### src/rtl/issue_pkg.sv
// -----------------------------------------------------------------------------
// issue_pkg
// Shared definitions for the decode-to-execute issue controller:
//   - instruction-class encodings (must match the decoder's instr_type field)
//   - LSU tracking state type
//   - stall_cause bit positions
//   - default multiplier latency
//   - helper that says whether an instruction class writes a register
// -----------------------------------------------------------------------------
package issue_pkg;

    // Instruction classes as produced by the decoder
    localparam logic [2:0] ITYPE_ALU   = 3'd0;
    localparam logic [2:0] ITYPE_MUL   = 3'd1;
    localparam logic [2:0] ITYPE_LOAD  = 3'd2;
    localparam logic [2:0] ITYPE_STORE = 3'd3;
    localparam logic [2:0] ITYPE_NO_WB = 3'd4;

    // Tracking of the single outstanding memory operation
    typedef enum logic {
        LSU_IDLE = 1'b0,
        LSU_WAIT = 1'b1
    } lsu_state_t;

    // stall_cause is {hazard, struct, lsu}
    localparam int STALL_LSU_BIT    = 0;
    localparam int STALL_STRUCT_BIT = 1;
    localparam int STALL_HAZARD_BIT = 2;

    localparam int MUL_LAT_DEFAULT = 4;

    // ALU, MUL and LOAD write a destination register; STORE and NO_WB never do.
    // Unknown encodings are treated as non-writing.
    function automatic logic has_writeback(input logic [2:0] itype);
        return (itype == ITYPE_ALU) || (itype == ITYPE_MUL) || (itype == ITYPE_LOAD);
    endfunction

endpackage

### src/rtl/issue_ctrl_scoreboard.sv
// -----------------------------------------------------------------------------
// issue_ctrl_scoreboard
// Pending-write bit per architectural register. Register x0 is never tracked.
//
// Ports:
//   clk, rst_n          clock, asynchronous active-low reset
//   set_en_i/set_idx_i  mark a register as pending (new writer issued)
//   clr0_en_i/_idx_i    clear from write port 0 (ALU/MUL result)
//   clr1_en_i/_idx_i    clear from write port 1 (load result)
//   rs1_idx_i/rs1_busy_o  source 1 lookup, bypassed by this cycle's clears
//   rs2_idx_i/rs2_busy_o  source 2 lookup, bypassed by this cycle's clears
//   rd_idx_i/rd_busy_o    destination lookup (WAW check), bypassed likewise
//   pending_o           current registered pending vector
// -----------------------------------------------------------------------------
module issue_ctrl_scoreboard #(
    parameter int NREGS = 32
) (
    input  logic             clk,
    input  logic             rst_n,
    input  logic             set_en_i,
    input  logic [4:0]       set_idx_i,
    input  logic             clr0_en_i,
    input  logic [4:0]       clr0_idx_i,
    input  logic             clr1_en_i,
    input  logic [4:0]       clr1_idx_i,
    input  logic [4:0]       rs1_idx_i,
    input  logic [4:0]       rs2_idx_i,
    input  logic [4:0]       rd_idx_i,
    output logic             rs1_busy_o,
    output logic             rs2_busy_o,
    output logic             rd_busy_o,
    output logic [NREGS-1:0] pending_o
);

    logic [NREGS-1:0] pending_q;
    logic [NREGS-1:0] pending_d;
    logic [NREGS-1:0] clr_mask;
    logic [NREGS-1:0] set_mask;
    logic [NREGS-1:0] pending_byp;
    // Bypassed view widened to the full 5-bit index space so that lookups of
    // indices beyond NREGS read as not busy.
    logic [31:0]      byp_ext;

    generate
        for (genvar gi = 0; gi < NREGS; gi++) begin : g_bits
            if (gi == 0) begin : g_x0
                assign clr_mask[gi] = 1'b0;
                assign set_mask[gi] = 1'b0;
            end else begin : g_xn
                assign clr_mask[gi] = (clr0_en_i && (clr0_idx_i == 5'(gi)))
                                   || (clr1_en_i && (clr1_idx_i == 5'(gi)));
                assign set_mask[gi] = set_en_i && (set_idx_i == 5'(gi));
            end
        end

        for (genvar gi = 0; gi < 32; gi++) begin : g_ext
            if (gi < NREGS) begin : g_in
                assign byp_ext[gi] = pending_byp[gi];
            end else begin : g_out
                assign byp_ext[gi] = 1'b0;
            end
        end
    endgenerate

    // A bit cleared this cycle already counts as ready; a same-cycle set of
    // the same index wins over the clear.
    assign pending_byp = pending_q & ~clr_mask;
    assign pending_d   = pending_byp | set_mask;

    always_ff @(posedge clk or negedge rst_n) begin
        if (!rst_n) begin
            pending_q <= '0;
        end else begin
            pending_q <= pending_d;
        end
    end

    assign rs1_busy_o = byp_ext[rs1_idx_i];
    assign rs2_busy_o = byp_ext[rs2_idx_i];
    assign rd_busy_o  = byp_ext[rd_idx_i];
    assign pending_o  = pending_q;

endmodule

### src/rtl/issue_ctrl.sv
// -----------------------------------------------------------------------------
// issue_ctrl
// Decode-to-execute issue controller. Accepts one decoded instruction per
// cycle, stalls on RAW/WAW hazards, a busy multiplier, a port-0 write
// collision with the multiply result, or an outstanding memory operation, and
// emits a registered one-cycle issue pulse.
//
// Ports:
//   clk, rst_n                 clock, asynchronous active-low reset
//   id_valid / id_ready        decode handshake (id_ready is combinational)
//   id_rs1, id_rs2, id_rd      register indices
//   id_uses_rs1, id_uses_rs2   source-read qualifiers
//   id_instr_type              instruction class (issue_pkg ITYPE_*)
//   flush                      kill the instruction in decode
//   wb0_valid / wb0_rd         ALU/MUL write port 0
//   lsu_done / lsu_rd          memory op completion, load write on port 1
//   issue_valid/_type/_rd      registered issue pulse to execute
//   stall_cause                one-hot {hazard, struct, lsu}
// -----------------------------------------------------------------------------
module issue_ctrl
    import issue_pkg::*;
#(
    parameter int MUL_LAT = MUL_LAT_DEFAULT,
    parameter int NREGS   = 32
) (
    input  logic       clk,
    input  logic       rst_n,
    input  logic       id_valid,
    output logic       id_ready,
    input  logic [4:0] id_rs1,
    input  logic [4:0] id_rs2,
    input  logic [4:0] id_rd,
    input  logic       id_uses_rs1,
    input  logic       id_uses_rs2,
    input  logic [2:0] id_instr_type,
    input  logic       flush,
    input  logic       wb0_valid,
    input  logic [4:0] wb0_rd,
    input  logic       lsu_done,
    input  logic [4:0] lsu_rd,
    output logic       issue_valid,
    output logic [2:0] issue_type,
    output logic [4:0] issue_rd,
    output logic [2:0] stall_cause
);

    // ------------------------------------------------------------------
    // State
    // ------------------------------------------------------------------
    logic [3:0]  mul_cnt_q,     mul_cnt_d;
    lsu_state_t  lsu_state_q,   lsu_state_d;
    logic        lsu_is_load_q, lsu_is_load_d;
    logic        issue_valid_q, issue_valid_d;
    logic [2:0]  issue_type_q,  issue_type_d;
    logic [4:0]  issue_rd_q,    issue_rd_d;

    // ------------------------------------------------------------------
    // Decode of the instruction class
    // ------------------------------------------------------------------
    logic is_alu, is_mul, is_load, is_store, is_nowb;
    logic wb_en;

    assign is_alu   = (id_instr_type == ITYPE_ALU);
    assign is_mul   = (id_instr_type == ITYPE_MUL);
    assign is_load  = (id_instr_type == ITYPE_LOAD);
    assign is_store = (id_instr_type == ITYPE_STORE);
    assign is_nowb  = (id_instr_type == ITYPE_NO_WB);
    assign wb_en    = has_writeback(id_instr_type) && (id_rd != 5'd0);

    // ------------------------------------------------------------------
    // Scoreboard
    // ------------------------------------------------------------------
    logic             accept;
    logic             lsu_clear;
    logic             rs1_busy, rs2_busy, rd_busy;
    logic [NREGS-1:0] pending;

    // A completion only clears a register when a load is actually being
    // waited on; a stray lsu_done while idle, or a store completion, is
    // ignored.
    assign lsu_clear = lsu_done && (lsu_state_q == LSU_WAIT) && lsu_is_load_q;

    issue_ctrl_scoreboard #(
        .NREGS (NREGS)
    ) u_scoreboard (
        .clk        (clk),
        .rst_n      (rst_n),
        .set_en_i   (accept && wb_en),
        .set_idx_i  (id_rd),
        .clr0_en_i  (wb0_valid),
        .clr0_idx_i (wb0_rd),
        .clr1_en_i  (lsu_clear),
        .clr1_idx_i (lsu_rd),
        .rs1_idx_i  (id_rs1),
        .rs2_idx_i  (id_rs2),
        .rd_idx_i   (id_rd),
        .rs1_busy_o (rs1_busy),
        .rs2_busy_o (rs2_busy),
        .rd_busy_o  (rd_busy),
        .pending_o  (pending)
    );

    // ------------------------------------------------------------------
    // Stall evaluation
    // ------------------------------------------------------------------
    logic stall_hazard, stall_struct, stall_lsu, stall_any;

    // WAW is folded into the hazard cause.
    assign stall_hazard = (id_uses_rs1 && rs1_busy)
                       || (id_uses_rs2 && rs2_busy)
                       || (wb_en && rd_busy);

    // With mul_cnt==2 an ALU/NO_WB issued now would reach port 0 in the same
    // cycle as the multiply result.
    assign stall_struct = (is_mul && (mul_cnt_q != 4'd0))
                       || ((is_alu || is_nowb) && (mul_cnt_q == 4'd2));

    assign stall_lsu    = (is_load || is_store) && (lsu_state_q == LSU_WAIT);

    assign stall_any    = stall_hazard || stall_struct || stall_lsu;
    assign accept       = id_valid && !flush && !stall_any;
    assign id_ready     = accept;

    // When several causes apply at once, report only the highest-priority
    // one (hazard, then struct, then lsu) so the vector stays one-hot.
    always_comb begin
        stall_cause = 3'b000;
        if (id_valid && !flush && stall_any) begin
            if (stall_hazard) begin
                stall_cause[STALL_HAZARD_BIT] = 1'b1;
            end else if (stall_struct) begin
                stall_cause[STALL_STRUCT_BIT] = 1'b1;
            end else begin
                stall_cause[STALL_LSU_BIT] = 1'b1;
            end
        end
    end

    // ------------------------------------------------------------------
    // Multiplier occupancy counter
    // ------------------------------------------------------------------
    always_comb begin
        mul_cnt_d = mul_cnt_q;
        if (accept && is_mul) begin
            mul_cnt_d = 4'(MUL_LAT);
        end else if (mul_cnt_q != 4'd0) begin
            mul_cnt_d = mul_cnt_q - 4'd1;
        end
    end

    // ------------------------------------------------------------------
    // Outstanding memory operation
    // ------------------------------------------------------------------
    always_comb begin
        lsu_state_d   = lsu_state_q;
        lsu_is_load_d = lsu_is_load_q;
        case (lsu_state_q)
            LSU_IDLE: begin
                if (accept && (is_load || is_store)) begin
                    lsu_state_d   = LSU_WAIT;
                    lsu_is_load_d = is_load;
                end
            end
            LSU_WAIT: begin
                if (lsu_done) begin
                    lsu_state_d = LSU_IDLE;
                end
            end
            default: lsu_state_d = LSU_IDLE;
        endcase
    end

    // ------------------------------------------------------------------
    // Issue register; type/rd hold their last value between pulses
    // ------------------------------------------------------------------
    always_comb begin
        issue_valid_d = accept;
        issue_type_d  = issue_type_q;
        issue_rd_d    = issue_rd_q;
        if (accept) begin
            issue_type_d = id_instr_type;
            issue_rd_d   = id_rd;
        end
    end

    always_ff @(posedge clk or negedge rst_n) begin
        if (!rst_n) begin
            mul_cnt_q     <= 4'd0;
            lsu_state_q   <= LSU_IDLE;
            lsu_is_load_q <= 1'b0;
            issue_valid_q <= 1'b0;
            issue_type_q  <= ITYPE_NO_WB;
            issue_rd_q    <= 5'd0;
        end else begin
            mul_cnt_q     <= mul_cnt_d;
            lsu_state_q   <= lsu_state_d;
            lsu_is_load_q <= lsu_is_load_d;
            issue_valid_q <= issue_valid_d;
            issue_type_q  <= issue_type_d;
            issue_rd_q    <= issue_rd_d;
        end
    end

    assign issue_valid = issue_valid_q;
    assign issue_type  = issue_type_q;
    assign issue_rd    = issue_rd_q;

    // The raw pending vector is only needed for observation in simulation.
    logic unused_pending;
    assign unused_pending = ^pending;

endmodule
### config.mk
export PLATFORM = sky130hd
export DESIGN_NAME = issue_ctrl
export DESIGN_NICKNAME = d
export VERILOG_FILES = /design/src/rtl/issue_pkg.sv /design/src/rtl/issue_ctrl_scoreboard.sv /design/src/rtl/issue_ctrl.sv
export SDC_FILE = /design/constraint.sdc
export NUM_CORES = 1
export LEC_CHECK = 0
export BUFFER_PORTS_ARGS = -buffer_cell sky130_fd_sc_hd__buf_2
export CAP_MARGIN = 20
export CORE_MARGIN = 2
export CORE_UTILIZATION = 50
export DETAILED_ROUTE_END_ITERATION = 8
export PLACE_DENSITY = 0.81
export RECOVER_POWER = 25
export SYNTH_ARGS = -nofsm -noshare
export SYNTH_HDL_FRONTEND = slang
export SYNTH_SLANG_ARGS = --single-unit
### constraint.sdc
create_clock -name clk -period 6.99 [get_ports clk]
set_clock_uncertainty 0.2 [all_clocks]
set_input_delay 0.699 -clock clk [delete_from_list [all_inputs] [get_ports clk]]
set_output_delay 0.699 -clock clk [all_outputs]
set_load 0.03 [all_outputs]
==> summary by stage <==
Drt
The average wire per standard cell is around 24 um. The via-per-instance ratio is a little over 7. The post-route DRC violation count is 0. The overall routed net length is 13500 um. The detailed-router iteration count before antenna repair is 6. The DRC violation total after the first TritonRoute iteration is 540. The routed layout has around 4000 vias. In this run the remaining antenna-violating nets after routing total 0.

Finish
The ratio of cells with drive above 1 in the final layout is 16.1%. Cells fill about 57% of the core in the end. The area overhead of the layout relative to synthesis is 9.17%.

The layout net count is between 400 and 500. The final instance area is ~0.0039 mm^2. After the flow finishes, the layout carries non-filler instances totaling 550.

The repair_antennas step left the layout with diodes totalling 0.

Clocking
After clock tree synthesis, the flow added hold-fix buffers numbering 0. TritonCTS created 5 clock buffers. CTS built an H-tree with a depth of 2. The post-CTS setup buffer count is 0. The clock net in this run drives a total of 46 sinks. In this run the clock root is driven by a sky130_fd_sc_hd__clkbuf_8. TritonCTS built the clock tree.

At the later pin of the worst-skew pair, clock insertion delay measures about 0.31 ns. The clock-pin slew reported for the worst setup and hold paths after clock tree synthesis is around 0.080 ns. No sink is reached through more buffers than the 2 on the longest clock path. The number of resized instances in the post-cts repair step is 0.

Yosys
The post-synthesis instance area is ~0.0036 mm^2. The Yosys warning count is 0. Ranked by total cell area, the synthesized netlist is headed by sky130_fd_sc_hd__dfrtp_1 31%, sky130_fd_sc_hd__a31o_1 6.6%, sky130_fd_sc_hd__nor2_1 4.6%, sky130_fd_sc_hd__nor3_1 3.8%, sky130_fd_sc_hd__o221ai_1 3.4%.

Yosys mapped a number of flops with a built-in enable equal to 0. Summed over all instances, the cell type with the most area after synthesis is sky130_fd_sc_hd__dfrtp_1. The post-synth net total is approximately 460.

Summed over its instances, the top area cell type makes up a little under a third of the synthesized netlist area. The fraction of the yosys area taken by sequential cells is around 32%. The library cell with the highest instance count after synthesis is sky130_fd_sc_hd__dfrtp_1. Synthesis inferred 46 register bits. The commonest register cell after synthesis is sky130_fd_sc_hd__dfrtp_1. The commonest cells after synthesis are 45 x sky130_fd_sc_hd__dfrtp_1, 44 x sky130_fd_sc_hd__nor2_1, 27 x sky130_fd_sc_hd__a31o_1, 27 x sky130_fd_sc_hd__nor3_1, 24 x sky130_fd_sc_hd__inv_1. The post-synthesis instance total is 426. The post-synthesis async set-or-reset flop share is 100%. A synthesized cell averages 8.45 um^2. Yosys mapped the design onto 65 distinct sky130hd cell types.

Place
Counting tap cells, the placed design contains a total of 541 instances. The HPWL after detailed placement is 10200 um. The weighted congestion reported at the end of routability-driven placement is 1.05. The placed standard-cell area is around 0.0038 mm^2. During placement, the flow inserted port buffers numbering between 40 and 50.

Global route
The via count of the first global-routing pass is approximately 3700. The largest net degree at the start of global routing is 47. For this run, global-route usage on met3 was measured as roughly 5.4%. After global routing, the most crowded layer is met2. In the global route stage, met1 resource usage came out at approximately half.

The number of antenna violations at the first check in global routing is 0. The first global-routing pass estimated around 21000 um of wire. Summed over all layers, the global routing overflow is 0. In the global route stage, overall resource usage came out at a little over a third. Global routing used between 50 and 60% of the available met2 tracks.

Setup path
Traced cell by cell, the critical path runs through buf_2 -> nand4bb_1 -> o221ai_1 -> inv_1 -> mux4_2 -> o22ai_1 -> or3_1 -> nand4_2 -> nor3_4 -> buf_4 -> buf_2. The data arrival time of the worst path is approximately 4 ns. The highest cell delay on the worst timing path is slightly below 0.6 ns.

The type of element capturing the critical path is an output port. The standard cell with the maximum stage delay on the critical path is sky130_fd_sc_hd__o221ai_1. The biggest fanout along the worst timing path is between 40 and 50.

The critical path class is in -> out. The worst setup path is launched from an input port. At the worst endpoint, the required time is approximately 6.1 ns. The most numerous cell type found on the critical path is sky130_fd_sc_hd__buf_2.

Timing
The number of hold violations in the final report is 0. The fmax is around 210 MHz. Setup repair after global routing left no endpoint under its margin. The final setup violation count is 0. After routing, the total negative slack on setup checks comes to 0 ns. The ratio of final minimum period to clock period is approximately 69%. The remaining max-slew budget at the tightest pin is -28.0%. The time the worst path needs with I/O delays and setup is between 4 and 5 ns.

The transition time at the pin with the least slew margin is 1.92 ns. The max-slew violation count is 37.

Run
Max-cap violations in this run came to 1.

Floorplanning
Pin placement for this block handled 49 I/O pins. The count of standard-cell rows is 30. The core region area is 0.00687 mm^2. The chip height is a little under 90 um.

In this run the horizontal extent of the chip is between 80 and 90 um. The initial core utilization is 52.4%. The area enclosed by the die boundary is roughly 0.0079 mm^2.

Run status
The run finished, with violations left. The final reports fail on max-capacitance violations, max-slew violations.

Power and ir drop
The leakage power is about 1.7 nW. Across the VDD grid, the largest voltage drop is roughly 220 uV. Dividing total power by cell area gives a power density of 204 mW/mm^2.

Worst hold path
The kind of path behind the tightest hold check is in -> async.
-- cell usage in the layout, fill, tap and decap left out, drive strengths merged, types with 10 or more instances in the layout --
master  count
a21oi      16
a31o       30
buf        49
dfrtp      45
inv        25
mux2       10
nand2      23
nand2b     13
nor2       44
nor3       28
o21ai      21
o221ai     14
-- flip-flops by register name, summed over array words and instances (netlist names) --
name / count
mul_cnt_q: 4
u_scoreboard.pending_o: 31
lsu_state_q: 1
issue_valid: 1
issue_rd: 5
issue_type: 3
lsu_is_load_q: 1
-- report_power, final --
part           switching, mW  leakage (nW)  internal (mW)
logic                  0.185         0.994         0.0994
registers             0.0308         0.608          0.312
clock network         0.0911        0.0489         0.0818
-- final timing paths --
check / start / end / slack [ns] / cells after the start
min in group clk: issue_type[1] / issue_type[1] / 0.29 / 1
worst min register to register: issue_type[1] / issue_type[1] / 0.29 / 1
max in group asynchronous: rst_n / u_scoreboard.pending_o[20] / 4.25 / 2
worst max-delay path: lsu_rd[3] / id_ready / 2.16 / 11
worst min-delay path: rst_n / u_scoreboard.pending_o[11] / 0.16 / 1
worst max register to register: lsu_state_q / issue_rd[4] / 2.93 / 10
-- routing by layer --
metal / share of wire (%) / wire length, um
met1: 41 / 5490
met2: 44 / 5930
met3: 11 / 1460
met4: 4.3 / 578
met5: 0 / 0
-- cell type report --
cell class                      count  area, um^2
Clock buffer                        7        86.3
Sequential cell                    46        1150
Tap cell                           96         120
Clock inverter                      1        8.76
Inverter                           24        90.1
Timing Repair Buffer               51         258
Fill cell                         624        2940
Multi-Input combinational cell    325        2220
-- metrics by stage --
stage	worst slack, ns	power [mW]	hold slack (ns)
floorplan	2.95	0.533	0.203
global placement	2.20	0.618	0.265
detailed placement	2.26	0.625	0.275
CTS	2.23	0.798	0.295
global route	1.85	0.842	0.202
finish	2.16	0.800	0.161
-- cell families after synthesis --
logic type,synth area share [%]
adders and majority gates,0.695
and+or+nand+nor,26.1
xor gates and xnor gates,0.487
AOI/OAI and AO/OA,29.3
DFF,32.0
muxes,4.93
buffers and inverters,6.46
-- critical path, delay by kind of cell --
kind                   cells  cell delay, ns
AOI/OAI and AO/OA          2            0.73
buffers and inverters      4            0.99
muxes                      1            0.46
and+or+nand+nor            4            1.05
Note: power is estimated with default switching activity, not from simulation.
